$ cat config.mk
export PLATFORM = sky130hd
export DESIGN_NAME = fila_drain_tx
export DESIGN_NICKNAME = d
export VERILOG_FILES = /design/src/rtl/fila_drain_tx.sv
export SDC_FILE = /design/constraint.sdc
export NUM_CORES = 1
export LEC_CHECK = 0
export BUFFER_PORTS_ARGS = -buffer_cell sky130_fd_sc_hd__buf_2
export CORE_MARGIN = 2
export CORE_UTILIZATION = 40
export DETAILED_ROUTE_END_ITERATION = 10
export SLEW_MARGIN = 20
export SYNTH_ARGS = -nofsm -noshare
export SYNTH_HDL_FRONTEND = slang
export SYNTH_SLANG_ARGS = --single-unit
export TNS_END_PERCENT = 10
$ cat constraint.sdc
create_clock -name clk_1MHz -period 3.7 [get_ports clk_1MHz]
set_input_delay 0.555 -clock clk_1MHz [delete_from_list [all_inputs] [get_ports clk_1MHz]]
set_output_delay 0.555 -clock clk_1MHz [all_outputs]
set_load 0.03 [all_outputs]
$ cat src/rtl/fila_drain_tx.sv
// fila_drain_tx: drains the byte queue one entry at a time and retransmits
// each byte as an MSB-first serial frame on clk_1MHz.
// Optional feature macro: DRAIN_PARITY_EN (adds an even-parity bit per frame).
module fila_drain_tx #(
    parameter int DEQ_HOLD   = 100,
    parameter int BIT_DIV    = 10,
    parameter int GAP_CYCLES = 200
) (
    input  logic       clk_1MHz,
    input  logic       reset,
    input  logic       tx_en,
    input  logic [7:0] fila_len_in,
    input  logic [7:0] fila_data_in,
    output logic       dequeue_out,
    output logic       ser_out,
    output logic       ser_valid,
    output logic       busy,
    output logic [7:0] sent_count
);

`ifdef DRAIN_PARITY_EN
    typedef enum logic [2:0] {IDLE, DEQ, SHIFT, PARITY, GAP} state_t;
`else
    typedef enum logic [2:0] {IDLE, DEQ, SHIFT, GAP} state_t;
`endif

    state_t      r_state, w_state_nx;
    logic [15:0] r_cnt,   w_cnt_nx;
    logic [2:0]  r_bit,   w_bit_nx;
    logic [7:0]  r_shift, w_shift_nx;
    logic [7:0]  r_sent,  w_sent_nx;
    logic        w_ser_nx;
    logic        r_deq, r_ser, r_valid, r_busy;
`ifdef DRAIN_PARITY_EN
    logic        r_par, w_par_nx;
`endif

    // Next-state, counters and next output values; outputs are registered below.
    always_comb begin
        w_state_nx = r_state;
        w_cnt_nx   = r_cnt;
        w_bit_nx   = r_bit;
        w_shift_nx = r_shift;
        w_sent_nx  = r_sent;
        w_ser_nx   = 1'b0;
`ifdef DRAIN_PARITY_EN
        w_par_nx   = r_par;
`endif
        case (r_state)
            IDLE: begin
                if (tx_en && (fila_len_in != 8'd0)) begin
                    w_state_nx = DEQ;
                    w_cnt_nx   = 16'd0;
                    w_shift_nx = fila_data_in;
`ifdef DRAIN_PARITY_EN
                    w_par_nx   = ^fila_data_in;
`endif
                end
            end
            DEQ: begin
                if (r_cnt == 16'(DEQ_HOLD - 1)) begin
                    w_state_nx = SHIFT;
                    w_cnt_nx   = 16'd0;
                    w_bit_nx   = 3'd0;
                    w_ser_nx   = r_shift[7];
                end else begin
                    w_cnt_nx   = r_cnt + 16'd1;
                end
            end
            SHIFT: begin
                w_ser_nx = r_shift[7];
                if (r_cnt == 16'(BIT_DIV - 1)) begin
                    w_cnt_nx = 16'd0;
                    if (r_bit == 3'd7) begin
`ifdef DRAIN_PARITY_EN
                        w_state_nx = PARITY;
                        w_ser_nx   = r_par;
`else
                        w_state_nx = GAP;
                        w_ser_nx   = 1'b0;
`endif
                    end else begin
                        w_bit_nx   = r_bit + 3'd1;
                        w_shift_nx = {r_shift[6:0], 1'b0};
                        w_ser_nx   = r_shift[6];
                    end
                end else begin
                    w_cnt_nx = r_cnt + 16'd1;
                end
            end
`ifdef DRAIN_PARITY_EN
            PARITY: begin
                w_ser_nx = r_par;
                if (r_cnt == 16'(BIT_DIV - 1)) begin
                    w_state_nx = GAP;
                    w_cnt_nx   = 16'd0;
                    w_ser_nx   = 1'b0;
                end else begin
                    w_cnt_nx   = r_cnt + 16'd1;
                end
            end
`endif
            GAP: begin
                if (r_cnt == 16'(GAP_CYCLES - 1)) begin
                    w_state_nx = IDLE;
                    w_cnt_nx   = 16'd0;
                    w_sent_nx  = r_sent + 8'd1;
                end else begin
                    w_cnt_nx   = r_cnt + 16'd1;
                end
            end
            default: w_state_nx = IDLE;
        endcase
    end

    // State, datapath and registered outputs; reset drops everything at once.
    always_ff @(posedge clk_1MHz or posedge reset) begin
        if (reset) begin
            r_state <= IDLE;
            r_cnt   <= 16'd0;
            r_bit   <= 3'd0;
            r_shift <= 8'd0;
            r_sent  <= 8'd0;
            r_deq   <= 1'b0;
            r_ser   <= 1'b0;
            r_valid <= 1'b0;
            r_busy  <= 1'b0;
`ifdef DRAIN_PARITY_EN
            r_par   <= 1'b0;
`endif
        end else begin
            r_state <= w_state_nx;
            r_cnt   <= w_cnt_nx;
            r_bit   <= w_bit_nx;
            r_shift <= w_shift_nx;
            r_sent  <= w_sent_nx;
            r_deq   <= (w_state_nx == DEQ);
            r_ser   <= w_ser_nx;
`ifdef DRAIN_PARITY_EN
            r_valid <= (w_state_nx == SHIFT) || (w_state_nx == PARITY);
            r_par   <= w_par_nx;
`else
            r_valid <= (w_state_nx == SHIFT);
`endif
            r_busy  <= (w_state_nx != IDLE);
        end
    end

    assign dequeue_out = r_deq;
    assign ser_out     = r_ser;
    assign ser_valid   = r_valid;
    assign busy        = r_busy;
    assign sent_count  = r_sent;

endmodule
After elaboration in Yosys (flattened, before gate mapping)
Cells that the tools add are included.

$add $sub $neg: 3. Equal/unequal tests: 13. Multiplexer cells: 23. Reduce and logical (&&, ||, !) cells: 11.

Operator list (number): $mux 16 (4); $pmux 16 s4 (1); $mux 3 (8); $mux 8 (3); $add 16x1->16 const B (1); $eq 16x4->1 const B (1); $eq 16x7->1 const B (1); $eq 16x8->1 const B (1); $pmux 8 s2 (1); $pmux 3 s4 (1); $eq 3x2->1 const B (3); $add 8x1->8 const B (1); $ne 2x2->1 const B (4); $reduce_and 4->1 (2); $reduce_bool 8->1 (1); $eq 3x1->1 const B (2); $pmux 3 s2 (1); $reduce_and 2->1 (2); $reduce_bool 2->1 (2); $reduce_bool 4->1 (1); $add 3x1->3 const B (1); $eq 3x3->1 const B (1); $logic_not 3->1 (1); $mux 1 (3); other kinds (3) (3).

Register bits: 42. Input port bits: 19. Logic and storage cells: 59.

Logic depth before layout (Yosys ltp)
Depth in word-level cells: 5. Mapped depth: 7. Mapped depth without buffers: 6.

Worst setup path before layout
Ideal clock, no wire load.

Path kind: register -> register. From: reg r_cnt[4]. To: reg r_shift[1]. Setup time: 0.125 ns. Arrival: 2.270 ns. Path slack: 1.305 ns. Stages on the path, launching flop included: 6. Buffers on the path: 0. Path through: dfrtp_1 or4_1 or4_4 o21a_1 a21oi_4 mux2_2.

Longest elaborated chain between the ends: 3.

Ends and longest elaborated chain: from (decl) (RTL line 28) `logic [15:0] r_cnt, w_cnt_nx;`; from (signal assigned) (RTL line 133) `r_cnt <= w_cnt_nx;`; $eq 16x4->1 (RTL line 72) `if (r_cnt == 16'(BIT_DIV - 1)) begin`; $ne 2x2->1 (no line); $reduce_and 4->1 (no line); to (signal assigned) (RTL line 135) `r_shift <= w_shift_nx;`; to (decl) (RTL line 30) `logic [7:0] r_shift, w_shift_nx;`.

Every way passes these cells. A chain may end at the register's enable or synchronous reset.

Worst setup path in the final report
From: reg r_cnt[4]. To: reg r_cnt[14].

Longest elaborated chain between the ends: 3.

Ends and longest elaborated chain: $add 16x1->16 (tied with other cells) (RTL line 67, 88, 109); $mux 16, on equally long branches (RTL line 104, 61, 72); $pmux 16 s4 * (RTL line 49) `case (r_state)`.

Mark *: on every way between the ends. The rest lies on a longest branch, timed or not.

==> flow_summary.yaml <==
status:
  status: "complete, no violations"
yosys:
  synth-async-reset-ratio: 1.00
  synth_ff_type: "dfrtp_1"
  syn_avg_cell_area_um2: 10.9
  synth.top_cell.area_share: 0.477
  netlist_area_um2: 2200
  synth.area.top_cells: "dfrtp_1 48%, mux2_2 7.7%, xnor2_1 5.2%"
  synth_top_cell_by_area: "dfrtp_1"
  postSynthCellCount: 202
  synth-edff-count: 0
  syn_nets: 226
  yosysMostFrequentCell: "dfrtp_1"
  ys_warn_count: 0
  seq_area_frac_synth: 0.477
  yosysUniqueCellTypes: 47
  ys_top_cells_by_count: "42 x dfrtp_1, 17 x nor2_1, 15 x mux2_2, 13 x xnor2_1, 11 x nand2_1"
  synth_seq_cells: 42
clock_tree:
  postCtsSetupBuffers: 0
  cts_buffer_depth: 2
  cts_buffers: 5
  clockRootBuffer: "clkbuf_8"
  cts_tree: "yes"
  cts_htree_levels: 2
  clkSinkCount: 42
  clkTransAtPathRegs_ns: 0.08
  hold_buffers: 0
  cts-resized-gates: 0
  clk_latency_ns: 0.29
global_route:
  grt_max_degree: 43
  grtUsageTotal: 0.159
  grt_first_pass_wirelength_mm: 7.71
  antenna_found_initial: 0
  grt-ovfl-total: 0
  grt_pass1_vias: 1641
power:
  combPwrFrac: 0.104
  switching_share: 0.265
  total_power_uw: 906
  ir_worst_vdd_v: 0.000255
  pwr-share-clk: 0.327
  netSwitchingPower_uw: 240
  power_density_nw_per_um2: 359
  seqPwrFrac: 0.569
  leakagePower_uw: 0.00116
  internal_power_uw: 666
sta:
  fin_skew_ns: 0.00513
  final-setup-viol-count: 0
  worst_slack_ns: 0.966
  fmax_ghz: 0.366
  rsz0062_at_grt: "false"
  min_period_ns: 2.73
  drv_slew: 0
  worst_pin_slew_ns: 0.767
  maxSlewHeadroom: 0.487
  setup_tns_ns: 0
  fin_crit_sh: 0.739
  hold_violations: 0
place:
  dpl.cell_count: 301
  place_congestion: 0.780
  dp_slack_ns: 0.944
  dp_hpwl_mm: 3.08
  port_buffers: 30
detailed_routing:
  drt-total-wl_mm: 4.27
  routedWlPerCell_um: 13.8
  dr.first_iter.drc_count: 84
  drc: 0
  via_per_inst: 5.38
  vias: 1662
  ant_nets: 0
  firstDrtPassIters: 4
die:
  coreArea_um2: 5410
  placementRows: 27
  start_util: 0.408
  die_width_um: 78.2
  ioPinCount: 31
  dieArea_um2: 6120
  die-height_um: 78.2
worst_setup_path:
  worst_setup_path_end_kind: "flop"
  crit_type: "flop to flop"
  crit_arrival_ns: 2.88
  path_max_fanout: 14
  startpoint_type: "flop"
  cp.required_ns: 3.85
flow_run:
  maxCapViolations: 0
hold_path:
  hold_path_class: "input pin to asynchronous set/reset pin"
final_layout:
  antenna_cells: 0
  final_cell_count_no_fill: 309
  fill_cells: 555
  syn2layout_area_growth_pct: 14.5
  utilization: 0.467
  final_nets: 260
  post_route_cells_drive_above_1_share: 0.270
==> final timing paths <==
check	startpoint	endpoint	slack [ns]	cells after the start
max in group asynchronous	reset	r_cnt[13]	2.96	3
min in group clk_1MHz	sent_count[7]	sent_count[7]	0.47	1
setup / recovery	r_cnt[4]	r_cnt[14]	0.97	5
hold reg to reg	sent_count[7]	sent_count[7]	0.47	1
hold / removal	reset	sent_count[7]	0.36	3
setup reg to reg	r_cnt[4]	r_cnt[14]	0.97	5
==> critical path, cell delays in order (launching register included) <==
cell	delay [ns]
dfrtp_1	0.43
or4_1	0.55
or4_4	0.51
o21a_1	0.30
nor4b_4	0.68
nor2_1	0.13
==> layer usage <==
layer / up-vias / global-route usage / routed length [um]
met5: - / 0 / 0
met1: 828 / 0.200 / 1950
met3: 4 / 0.0345 / 135
met2: 21 / 0.267 / 2130
li1: 809 / - / -
met4: 0 / 0.0614 / 58
==> power groups by stage <==
stage / Combinational, uW / Sequential (uW) / Clock, uW
3_3_place_gp: 94.8 / 524 / 0
2_1_floorplan: 70.8 / 518 / 0
4_1_cts: 96.3 / 516 / 305
6_report: 94.1 / 516 / 296
3_5_place_dp: 96.2 / 525 / 0
5_1_grt: 108 / 522 / 330
==> state kept, by name (all words and copies together), names as in the netlist <==
signal	flops
busy	1
dequeue_out	1
r_bit	3
r_cnt	16
r_shift	8
r_state	3
sent_count	8
ser_out	1
ser_valid	1
==> cells by family (layout without fill, tap and decap cells) <==
kind of cell | count (synthesis) | after routing | share of synthesized area
and+or+nand+nor | 77 | 77 | 0.207
DFF | 42 | 42 | 0.477
AOI/OAI and AO/OA | 31 | 31 | 0.104
xor gates and xnor gates | 19 | 19 | 0.0755
muxes | 17 | 17 | 0.0857
buffers and inverters | 10 | 45 | 0.0204
adders and majority gates | 5 | 5 | 0.0284
other | 1 | 1 | 0.00170
==> cell usage in the layout, fill, tap and decap left out, types with 4 or more instances in the layout <==
master,instances
xor2_1,6
nand4_1,6
o21ai_0,5
clkbuf_8,5
a21oi_1,5
nor2_1,17
buf_2,30
nand3_1,10
nand2_1,11
or4_1,5
a2111oi_0,4
mux2_2,15
or3_1,4
dfrtp_1,42
ha_1,5
xnor2_1,13
==> final cells by class <==
| type | instances | area (um^2) | share of cell area |
|---|---|---|---|
| timing repair buffer | 33 | 173 | 0.0684 |
| clock buffer | 5 | 68.8 | 0.0273 |
| clock inverter | 3 | 18.8 | 0.00744 |
| multi-input combinational | 150 | 1110 | 0.439 |
| tap | 72 | 90.1 | 0.0357 |
| inverter | 4 | 15.0 | 0.00595 |
| sequential | 42 | 1050 | 0.416 |
==> per-stage QoR <==
step	hold WS, ns	instance area, um^2
finish	0.365	2520
CTS	0.396	2520
global placement	0.458	2440
floorplan	0.460	2200
detailed placement	0.465	2440
global route	0.424	2520
Note: power is estimated with default switching activity, not from simulation.
